### src/rtl/modmul_feeder_if.sv
`default_nettype none
// ============================================================================
// Module      : modmul_feeder_if
// Description : Operand/product bus between a producer of operand pairs and
//               modmul_feeder, and between modmul_feeder and the Barrett
//               reducer it feeds.
//               master modport: the side that pushes operands, applies hold
//                               and observes products.
//               slave  modport: modmul_feeder itself.
//   in_valid_i  operand pair valid               (master -> slave)
//   in_ready_o  FIFO can accept a pair           (slave  -> master)
//   a_i, b_i    operands, OP_WIDTH each          (master -> slave)
//   bypass_i    pass a through unmultiplied      (master -> slave, only with
//               MODMUL_FEEDER_BYPASS_EN defined)
//   hold_i      gate issue from FIFO             (master -> slave)
//   x_o         2*OP_WIDTH product               (slave  -> master)
//   start_o     x_o valid pulse                  (slave  -> master)
//   busy_o      work queued or in flight         (slave  -> master)
//   count_o     FIFO occupancy                   (slave  -> master)
// Revision    : 1.0 - initial release
// ============================================================================
interface modmul_feeder_if #(
    parameter int OP_WIDTH   = 32,
    parameter int FIFO_DEPTH = 4
);
    localparam int CW = $clog2(FIFO_DEPTH) + 1;

    logic                  in_valid_i;
    logic                  in_ready_o;
    logic [OP_WIDTH-1:0]   a_i;
    logic [OP_WIDTH-1:0]   b_i;
`ifdef MODMUL_FEEDER_BYPASS_EN
    logic                  bypass_i;
`endif
    logic                  hold_i;
    logic [2*OP_WIDTH-1:0] x_o;
    logic                  start_o;
    logic                  busy_o;
    logic [CW-1:0]         count_o;

    modport master (
`ifdef MODMUL_FEEDER_BYPASS_EN
        output bypass_i,
`endif
        output in_valid_i, a_i, b_i, hold_i,
        input  in_ready_o, x_o, start_o, busy_o, count_o
    );

    modport slave (
`ifdef MODMUL_FEEDER_BYPASS_EN
        input  bypass_i,
`endif
        input  in_valid_i, a_i, b_i, hold_i,
        output in_ready_o, x_o, start_o, busy_o, count_o
    );
endinterface
`default_nettype wire

### src/rtl/modmul_feeder.sv
`default_nettype none
// ============================================================================
// Module      : modmul_feeder
// Description : Front end of the Barrett modular multiplier. Operand pairs
//               are queued in a small FIFO, multiplied in a MUL_STAGES-deep
//               pipelined multiplier and presented as x_o/start_o to the
//               reducer. The reducer cannot backpressure, so hold_i is the
//               only flow control: it stops issue from the FIFO while
//               in-flight products keep draining.
// Ports       : clk_i   rising-edge clock
//               rst_ni  asynchronous active-low reset
//               bus     modmul_feeder_if.slave (operands in, products out,
//                       hold, busy, occupancy)
// Parameters  : OP_WIDTH   operand width, product is 2*OP_WIDTH
//               FIFO_DEPTH operand FIFO entries, power of two, >= 2
//               MUL_STAGES multiplier pipeline registers, >= 1
// Options     : MODMUL_FEEDER_BYPASS_EN - when defined, each FIFO entry
//               carries a bypass flag; a bypass entry yields x_o = {0, a}
//               with the same latency and ordering as a real product.
// Latency     : pair pushed at edge t -> popped at t+1 -> x_o/start_o
//               registered at t+1+MUL_STAGES; 1 pair/cycle throughput.
// Revision    : 1.0 - initial release
// ============================================================================
module modmul_feeder #(
    parameter int OP_WIDTH   = 32,
    parameter int FIFO_DEPTH = 4,
    parameter int MUL_STAGES = 2
) (
    input  wire logic        clk_i,
    input  wire logic        rst_ni,
    modmul_feeder_if.slave   bus
);
    localparam int AW   = $clog2(FIFO_DEPTH);
    localparam int CW   = AW + 1;
    localparam int PW   = 2 * OP_WIDTH;
    // Operands are split into a low and a high half; the four partial
    // products are registered in stage 1 and summed on the way to stage 2.
    localparam int LO_W = OP_WIDTH / 2;
    localparam int HI_W = OP_WIDTH - LO_W;

    localparam logic [CW-1:0] C_DEPTH = CW'(FIFO_DEPTH);

    // ------------------------------------------------------------------
    // Operand FIFO
    // ------------------------------------------------------------------
    logic [OP_WIDTH-1:0] r_mem_a [FIFO_DEPTH];
    logic [OP_WIDTH-1:0] r_mem_b [FIFO_DEPTH];
    logic [AW-1:0]       r_wr_ptr;
    logic [AW-1:0]       r_rd_ptr;
    logic [CW-1:0]       r_count;

    logic                w_pop;
    logic                w_push;
    logic                w_in_ready;
    logic [OP_WIDTH-1:0] w_head_a;
    logic [OP_WIDTH-1:0] w_head_b;

    // Pop only looks at the registered count, so an entry written at this
    // edge cannot leave at the same edge (no fall-through).
    assign w_pop      = (r_count != '0) && !bus.hold_i;
    // Ready may rely on a same-cycle pop to free a slot when full.
    assign w_in_ready = (r_count < C_DEPTH) || w_pop;
    assign w_push     = bus.in_valid_i && w_in_ready;

    assign w_head_a   = r_mem_a[r_rd_ptr];

`ifdef MODMUL_FEEDER_BYPASS_EN
    logic r_mem_byp [FIFO_DEPTH];

    always_ff @(posedge clk_i) begin
        if (w_push) begin
            r_mem_byp[r_wr_ptr] <= bus.bypass_i;
        end
    end

    // A bypass entry is multiplied by one, which gives {0, a} through the
    // unchanged datapath and so keeps latency and ordering identical.
    assign w_head_b = r_mem_byp[r_rd_ptr] ? OP_WIDTH'(1) : r_mem_b[r_rd_ptr];
`else
    assign w_head_b = r_mem_b[r_rd_ptr];
`endif

    // Storage needs no reset: an entry is only read after it was written.
    always_ff @(posedge clk_i) begin
        if (w_push) begin
            r_mem_a[r_wr_ptr] <= bus.a_i;
            r_mem_b[r_wr_ptr] <= bus.b_i;
        end
    end

    // Pointers are AW bits wide and FIFO_DEPTH is a power of two, so the
    // natural overflow implements the modulo wrap.
    always_ff @(posedge clk_i or negedge rst_ni) begin
        if (!rst_ni) begin
            r_wr_ptr <= '0;
            r_rd_ptr <= '0;
            r_count  <= '0;
        end else begin
            if (w_push) begin
                r_wr_ptr <= r_wr_ptr + AW'(1);
            end
            if (w_pop) begin
                r_rd_ptr <= r_rd_ptr + AW'(1);
            end
            case ({w_push, w_pop})
                2'b10:   r_count <= r_count + CW'(1);
                2'b01:   r_count <= r_count - CW'(1);
                default: r_count <= r_count;
            endcase
        end
    end

    // ------------------------------------------------------------------
    // Multiplier stage 1: partial products of the popped pair
    // ------------------------------------------------------------------
    logic [LO_W-1:0] w_a_lo;
    logic [HI_W-1:0] w_a_hi;
    logic [LO_W-1:0] w_b_lo;
    logic [HI_W-1:0] w_b_hi;

    assign w_a_lo = w_head_a[LO_W-1:0];
    assign w_a_hi = w_head_a[OP_WIDTH-1:LO_W];
    assign w_b_lo = w_head_b[LO_W-1:0];
    assign w_b_hi = w_head_b[OP_WIDTH-1:LO_W];

    logic          r_v1;
    logic [PW-1:0] r_pp_ll;
    logic [PW-1:0] r_pp_lh;
    logic [PW-1:0] r_pp_hl;
    logic [PW-1:0] r_pp_hh;

    always_ff @(posedge clk_i or negedge rst_ni) begin
        if (!rst_ni) begin
            r_v1    <= 1'b0;
            r_pp_ll <= '0;
            r_pp_lh <= '0;
            r_pp_hl <= '0;
            r_pp_hh <= '0;
        end else begin
            r_v1 <= w_pop;
            if (w_pop) begin
                r_pp_ll <= PW'(w_a_lo) * PW'(w_b_lo);
                r_pp_lh <= PW'(w_a_lo) * PW'(w_b_hi);
                r_pp_hl <= PW'(w_a_hi) * PW'(w_b_lo);
                r_pp_hh <= PW'(w_a_hi) * PW'(w_b_hi);
            end
        end
    end

    // Recombination: a*b = hh<<2L + (lh+hl)<<L + ll. The exact product fits
    // in PW bits, so no carry out of the sum is lost.
    logic [PW-1:0] w_sum;
    assign w_sum = (r_pp_hh << (2 * LO_W))
                 + ((r_pp_lh + r_pp_hl) << LO_W)
                 + r_pp_ll;

    // ------------------------------------------------------------------
    // Multiplier stages 2..MUL_STAGES: full product delay line
    // ------------------------------------------------------------------
    logic          w_last_vld;
    logic [PW-1:0] w_last_prod;
    logic          w_chain_busy;

    generate
        if (MUL_STAGES == 1) begin : g_single
            assign w_last_vld   = r_v1;
            assign w_last_prod  = w_sum;
            assign w_chain_busy = 1'b0;
        end else begin : g_chain
            logic [MUL_STAGES-2:0] r_vld;
            logic [PW-1:0]         r_prod [MUL_STAGES-1];

            always_ff @(posedge clk_i or negedge rst_ni) begin
                if (!rst_ni) begin
                    r_vld <= '0;
                    for (int k = 0; k < MUL_STAGES - 1; k++) begin
                        r_prod[k] <= '0;
                    end
                end else begin
                    r_vld[0] <= r_v1;
                    if (r_v1) begin
                        r_prod[0] <= w_sum;
                    end
                    for (int k = 1; k < MUL_STAGES - 1; k++) begin
                        r_vld[k] <= r_vld[k-1];
                        if (r_vld[k-1]) begin
                            r_prod[k] <= r_prod[k-1];
                        end
                    end
                end
            end

            assign w_last_vld   = r_vld[MUL_STAGES-2];
            assign w_last_prod  = r_prod[MUL_STAGES-2];
            assign w_chain_busy = |r_vld;
        end
    endgenerate

    // ------------------------------------------------------------------
    // Output register: x_o holds its last value between pulses
    // ------------------------------------------------------------------
    logic [PW-1:0] r_x;
    logic          r_start;

    always_ff @(posedge clk_i or negedge rst_ni) begin
        if (!rst_ni) begin
            r_x     <= '0;
            r_start <= 1'b0;
        end else begin
            r_start <= w_last_vld;
            if (w_last_vld) begin
                r_x <= w_last_prod;
            end
        end
    end

    assign bus.in_ready_o = w_in_ready;
    assign bus.x_o        = r_x;
    assign bus.start_o    = r_start;
    assign bus.count_o    = r_count;
    assign bus.busy_o     = (r_count != '0) || r_v1 || w_chain_busy;

endmodule
`default_nettype wire
### src/flat_wrapper.sv
// flat-port wrapper written by rule: the top's interface ports become plain ports
module modmul_feeder_flat 
#(
    parameter int OP_WIDTH   = 32,
    parameter int FIFO_DEPTH = 4,
    parameter int MUL_STAGES = 2
)
  (clk_i, rst_ni, bus_in_valid_i, bus_a_i, bus_b_i, bus_hold_i, bus_in_ready_o, bus_x_o, bus_start_o, bus_busy_o, bus_count_o);
  modmul_feeder_if #(.OP_WIDTH(OP_WIDTH), .FIFO_DEPTH(FIFO_DEPTH)) bus_i ();
  input  wire logic clk_i;
  input  wire logic rst_ni;
  input wire logic [$bits(bus_i.in_valid_i)-1:0] bus_in_valid_i;
  input wire logic [$bits(bus_i.a_i)-1:0] bus_a_i;
  input wire logic [$bits(bus_i.b_i)-1:0] bus_b_i;
  input wire logic [$bits(bus_i.hold_i)-1:0] bus_hold_i;
  output wire logic [$bits(bus_i.in_ready_o)-1:0] bus_in_ready_o;
  output wire logic [$bits(bus_i.x_o)-1:0] bus_x_o;
  output wire logic [$bits(bus_i.start_o)-1:0] bus_start_o;
  output wire logic [$bits(bus_i.busy_o)-1:0] bus_busy_o;
  output wire logic [$bits(bus_i.count_o)-1:0] bus_count_o;
  assign bus_i.in_valid_i = bus_in_valid_i;
  assign bus_i.a_i = bus_a_i;
  assign bus_i.b_i = bus_b_i;
  assign bus_i.hold_i = bus_hold_i;
  assign bus_in_ready_o = bus_i.in_ready_o;
  assign bus_x_o = bus_i.x_o;
  assign bus_start_o = bus_i.start_o;
  assign bus_busy_o = bus_i.busy_o;
  assign bus_count_o = bus_i.count_o;
  modmul_feeder #(.OP_WIDTH(OP_WIDTH), .FIFO_DEPTH(FIFO_DEPTH), .MUL_STAGES(MUL_STAGES)) u_core (.clk_i(clk_i), .rst_ni(rst_ni), .bus(bus_i));
endmodule
### config.mk
export PLATFORM = sky130hd
export DESIGN_NAME = modmul_feeder_flat
export DESIGN_NICKNAME = d
export VERILOG_FILES = /design/src/rtl/modmul_feeder_if.sv /design/src/rtl/modmul_feeder.sv /design/src/flat_wrapper.sv
export SDC_FILE = /design/constraint.sdc
export NUM_CORES = 2
export LEC_CHECK = 0
export CAP_MARGIN = 20
export CORE_MARGIN = 5
export CORE_UTILIZATION = 70
export CTS_BUF_LIST = sky130_fd_sc_hd__clkbuf_8
export DETAILED_ROUTE_END_ITERATION = 10
export HOLD_SLACK_MARGIN = 0.03
export PLACE_DENSITY = 0.9
export REMOVE_ABC_BUFFERS = 1
export SLEW_MARGIN = 25
export SYNTH_ARGS = -nofsm -noshare
export SYNTH_HDL_FRONTEND = slang
export SYNTH_SLANG_ARGS = --single-unit
### constraint.sdc
create_clock -name clk_i -period 12.9 [get_ports clk_i]
set_input_delay 1.29 -clock clk_i [delete_from_list [all_inputs] [get_ports clk_i]]
set_output_delay 1.29 -clock clk_i [all_outputs]
set_load 0.005 [all_outputs]
==> impl_metrics.csv <==
group,metric,value,unit
logic_synthesis,synth.cells.most_frequent,"inv_1, nand2_1, fa_1, nor2_1, ha_1",
floorplanning,top_level_ports,138,
setup_path,critical_path_at,8.96,ns
floorplanning,fp.coreArea,80200,µm²
layout,nFillCells,5258,
logic_synthesis,synthesis.instances,5811,
floorplanning,fp.dieW,294,µm
drt,drc,0,
cts,master_cell_of_the_clock_root_buffer,"clkbuf_8",
cts,insertion_delay,0.77,ns
place,finalWeightedCongestion,1.05,
layout,number_of_nets_in_the_finished_design,7185,
floorplanning,die_area,86200,µm²
sta,hold-worst-slack,0.481,ns
layout,multi_input_area,37500,µm²
drt,num_vias,43800,
global_routing,grt_antenna_before_repair,4,
cts,numCtsBuffers,89,
drt,antenna_left,0,
floorplanning,die_y,294,µm
setup_path,setup.worst_path.start_class,"register",
sta,slew_headroom,22.3,%
drt,dr_wl_met2,67900,µm
global_routing,global_route_overflow,0,
logic_synthesis,post-synth-top-area-cell,"fa_1",
logic_synthesis,synth_top_cells_by_area,"fa_1, edfxtp_1, dfrtp_1",
setup_path,crit_type,"reg -> reg",
cts,cts_hold_buffers_added,0,
job,max_cap_viol_count,0,
cts,post_cts_resize_count,0,
logic_synthesis,ys.warnings.count,0,
setup_path,worstPathMaxFanout,120,
drt,route.met3.wl,24400,µm
logic_synthesis,synth_top_area_share,27.7,%
drt,drt_pass1_iterations,9,
floorplanning,starting_utilization_of_the_core_area,70.3,%
sta,post-route-period-util,65.2,%
cts,worst_setup_hold_path_clk_slew,0.09,ns
sta,fmax,0.119,GHz
sta,grt_setup_unrepaired,"no",
cts,htreeDepth,3,
place,post-dp-hpwl,113000,µm
logic_synthesis,synth.yosys.seq_area_share,25.5,%
global_routing,grt_pass1_vias,46700,
logic_synthesis,synth_mux_area_share,4.65,%
drt,route.top_layer_used,"met5",
place,place.port_buffers,137,
drt,detail_route.vias_per_cell,6.27,
floorplanning,std_cell_rows,104,
sta,fin_tns_setup,0,ns
logic_synthesis,synthXorXnorAreaFrac,2.61,%
sta,report.final.hold_viol_count,0,
logic_synthesis,ff_latch_count_synth,522,
logic_synthesis,yosys_most_used_dff,"dfrtp_1",
cts,cts_tree,"yes",
sta,finalSetupViolations,0,
cts,postCtsSetupBuffers,0,
logic_synthesis,main_combinational_cell_family_by_area_after_synthesis,"adder cells",
drt,first_iter_violations,4888,
global_routing,first_pass_grt_wire_length,254000,µm
setup_path,critPathCaptureType,"register",
layout,area_delta_synth_final,7.75,%
logic_synthesis,synthMostInstantiatedCell,"inv_1",
outcome,outcome,"finished, final reports clean",
worst_hold_path,hp-class,"reg -> reg",
global_routing,grt_start_max_net_pins,149,
cts,ctsLongestPathBuffers,3,
drt,drt-total-wl,160000,µm
logic_synthesis,synth-simple-area-share,11.9,%
global_routing,track_usage,37.7,%
drt,wl_met1,56500,µm
sta,slew_violations,0,
logic_synthesis,syn_area_per_cell,9.69,µm²
setup_path,required,13.45,ns
logic_synthesis,netlist_area_before_placement,56300,µm²
drt,wire_per_inst,22.9,µm
logic_synthesis,synth_enable_flop_cells,256,
layout,final-seq-area,14400,µm²
layout,final_layout_size_suffix_gt1_share,7.60,%
cts,cts.sink_count,522,
sta,timing.clock.skew,0.0748,ns
sta,fin_crit,8.41,ns
logic_synthesis,synth_adder_area_share,38.5,%
sta,tightest_slew,1.16,ns
logic_synthesis,synth_compound_gate_area_share,8.73,%
logic_synthesis,async_reset_ff_share,51.0,%
logic_synthesis,ys_types,74,
## state kept, by name, indices dropped and copies added (netlist names)
name	count
u_core.r_pp_lh	32
u_core.g_chain.r_vld	1
u_core.r_pp_ll	32
u_core.bus.x_o	64
u_core.bus.count_o	3
u_core.r_pp_hl	32
u_core.g_chain.r_prod	64
u_core.r_mem_b	128
u_core.r_v1	1
u_core.r_rd_ptr	2
u_core.r_pp_hh	32
u_core.bus.start_o	1
u_core.r_mem_a	128
u_core.r_wr_ptr	2
## cells in the final DEF, fill, tap and decap left out, types with 33 or more instances in the layout
| master | synthesis | final |
|---|---|---|
| nand2_1 | 847 | 847 |
| nand3_1 | 40 | 40 |
| xor2_1 | 67 | 67 |
| buf_4 | 0 | 83 |
| fa_1 | 779 | 779 |
| nor2_1 | 517 | 517 |
| mux2i_1 | 57 | 57 |
| and2_1 | 55 | 55 |
| o21ai_0 | 217 | 205 |
| clkdlybuf4s50_1 | 0 | 136 |
| xnor2_1 | 101 | 101 |
| ha_1 | 486 | 486 |
| clkbuf_8 | 0 | 106 |
| a21o_1 | 84 | 84 |
| edfxtp_1 | 256 | 256 |
| inv_1 | 946 | 974 |
| o21a_1 | 71 | 66 |
| mux2_2 | 162 | 162 |
| a21oi_1 | 174 | 174 |
| nor3_1 | 33 | 33 |
| dfrtp_1 | 266 | 262 |
## routing by layer
layer | global-route usage, % | up-vias
met3 | 15.4 | 819
li1 | - | 18700
met1 | 47.8 | 21200
met2 | 56.1 | 3074
met5 | 0.831 | -
met4 | 19.9 | 4
## final timing paths
check                      cells after the start  slack, ns                  to               start
max                                           24       4.49  u_core.r_pp_lh[25]  u_core.r_rd_ptr[0]
min                                            2       0.48   u_core.r_pp_ll[4]   u_core.r_pp_ll[4]
min in group asynchronous                      1       0.59  u_core.r_rd_ptr[0]              rst_ni
min reg2reg                                    2       0.48   u_core.r_pp_ll[4]   u_core.r_pp_ll[4]
max in group asynchronous                      2      10.81  u_core.bus.x_o[44]              rst_ni
max reg2reg                                   24       4.49  u_core.r_pp_lh[25]  u_core.r_rd_ptr[0]
## cell families (layout without fill, tap and decap cells)
family	Yosys count	after routing
flops	522	522
other cells	0	3
simple gates	1629	1629
xor+xnor	168	168
compound gates	779	779
buf+inv	1219	1330
mux	229	229
fa+ha+maj	1265	1265
## stage by stage
stage	setup slack, ns	utilization (%)	instance area [µm²]	cells
floorplan	1.94	-	55300	5538
finish	4.49	75.7	60700	6985
global placement	5.05	73.3	58800	6821
detailed placement	4.77	73.3	58800	6821
CTS	4.71	75.7	60700	6982
global route	4.20	75.7	60700	6983
## layout make-up
class / count / share of cell area, %
Antenna cell: 3 / 0.0124
Clock buffer: 106 / 2.40
Clock inverter: 55 / 0.740
Inverter: 946 / 5.85
Multi-Input combinational cell: 4070 / 61.8
Sequential cell: 522 / 23.7
Tap cell: 1060 / 2.19
Timing Repair Buffer: 223 / 3.39
## critical path, stage by stage (launching register included)
cell and delay, ns:
dfrtp_4 0.42, buf_12 0.43, mux2i_1 0.21, nand2_1 0.16
o21a_1 0.87, nand2_1 0.18, fa_1 0.53, fa_1 0.57
fa_1 0.44, fa_1 0.55, inv_1 0.05, fa_1 0.47
inv_1 0.05, fa_1 0.48, inv_1 0.04, ha_1 0.36
nand4_1 0.15, nor3_1 0.30, nor4b_1 0.10, o21ai_0 0.38
nand2_1 0.20, o21ai_0 0.40, a21oi_1 0.15, xnor2_1 0.26
o21ai_0 0.11
Power is left out: the tool's default activity adds up to more than one toggle a clock period on the data nets, which glitch-free logic cannot reach.
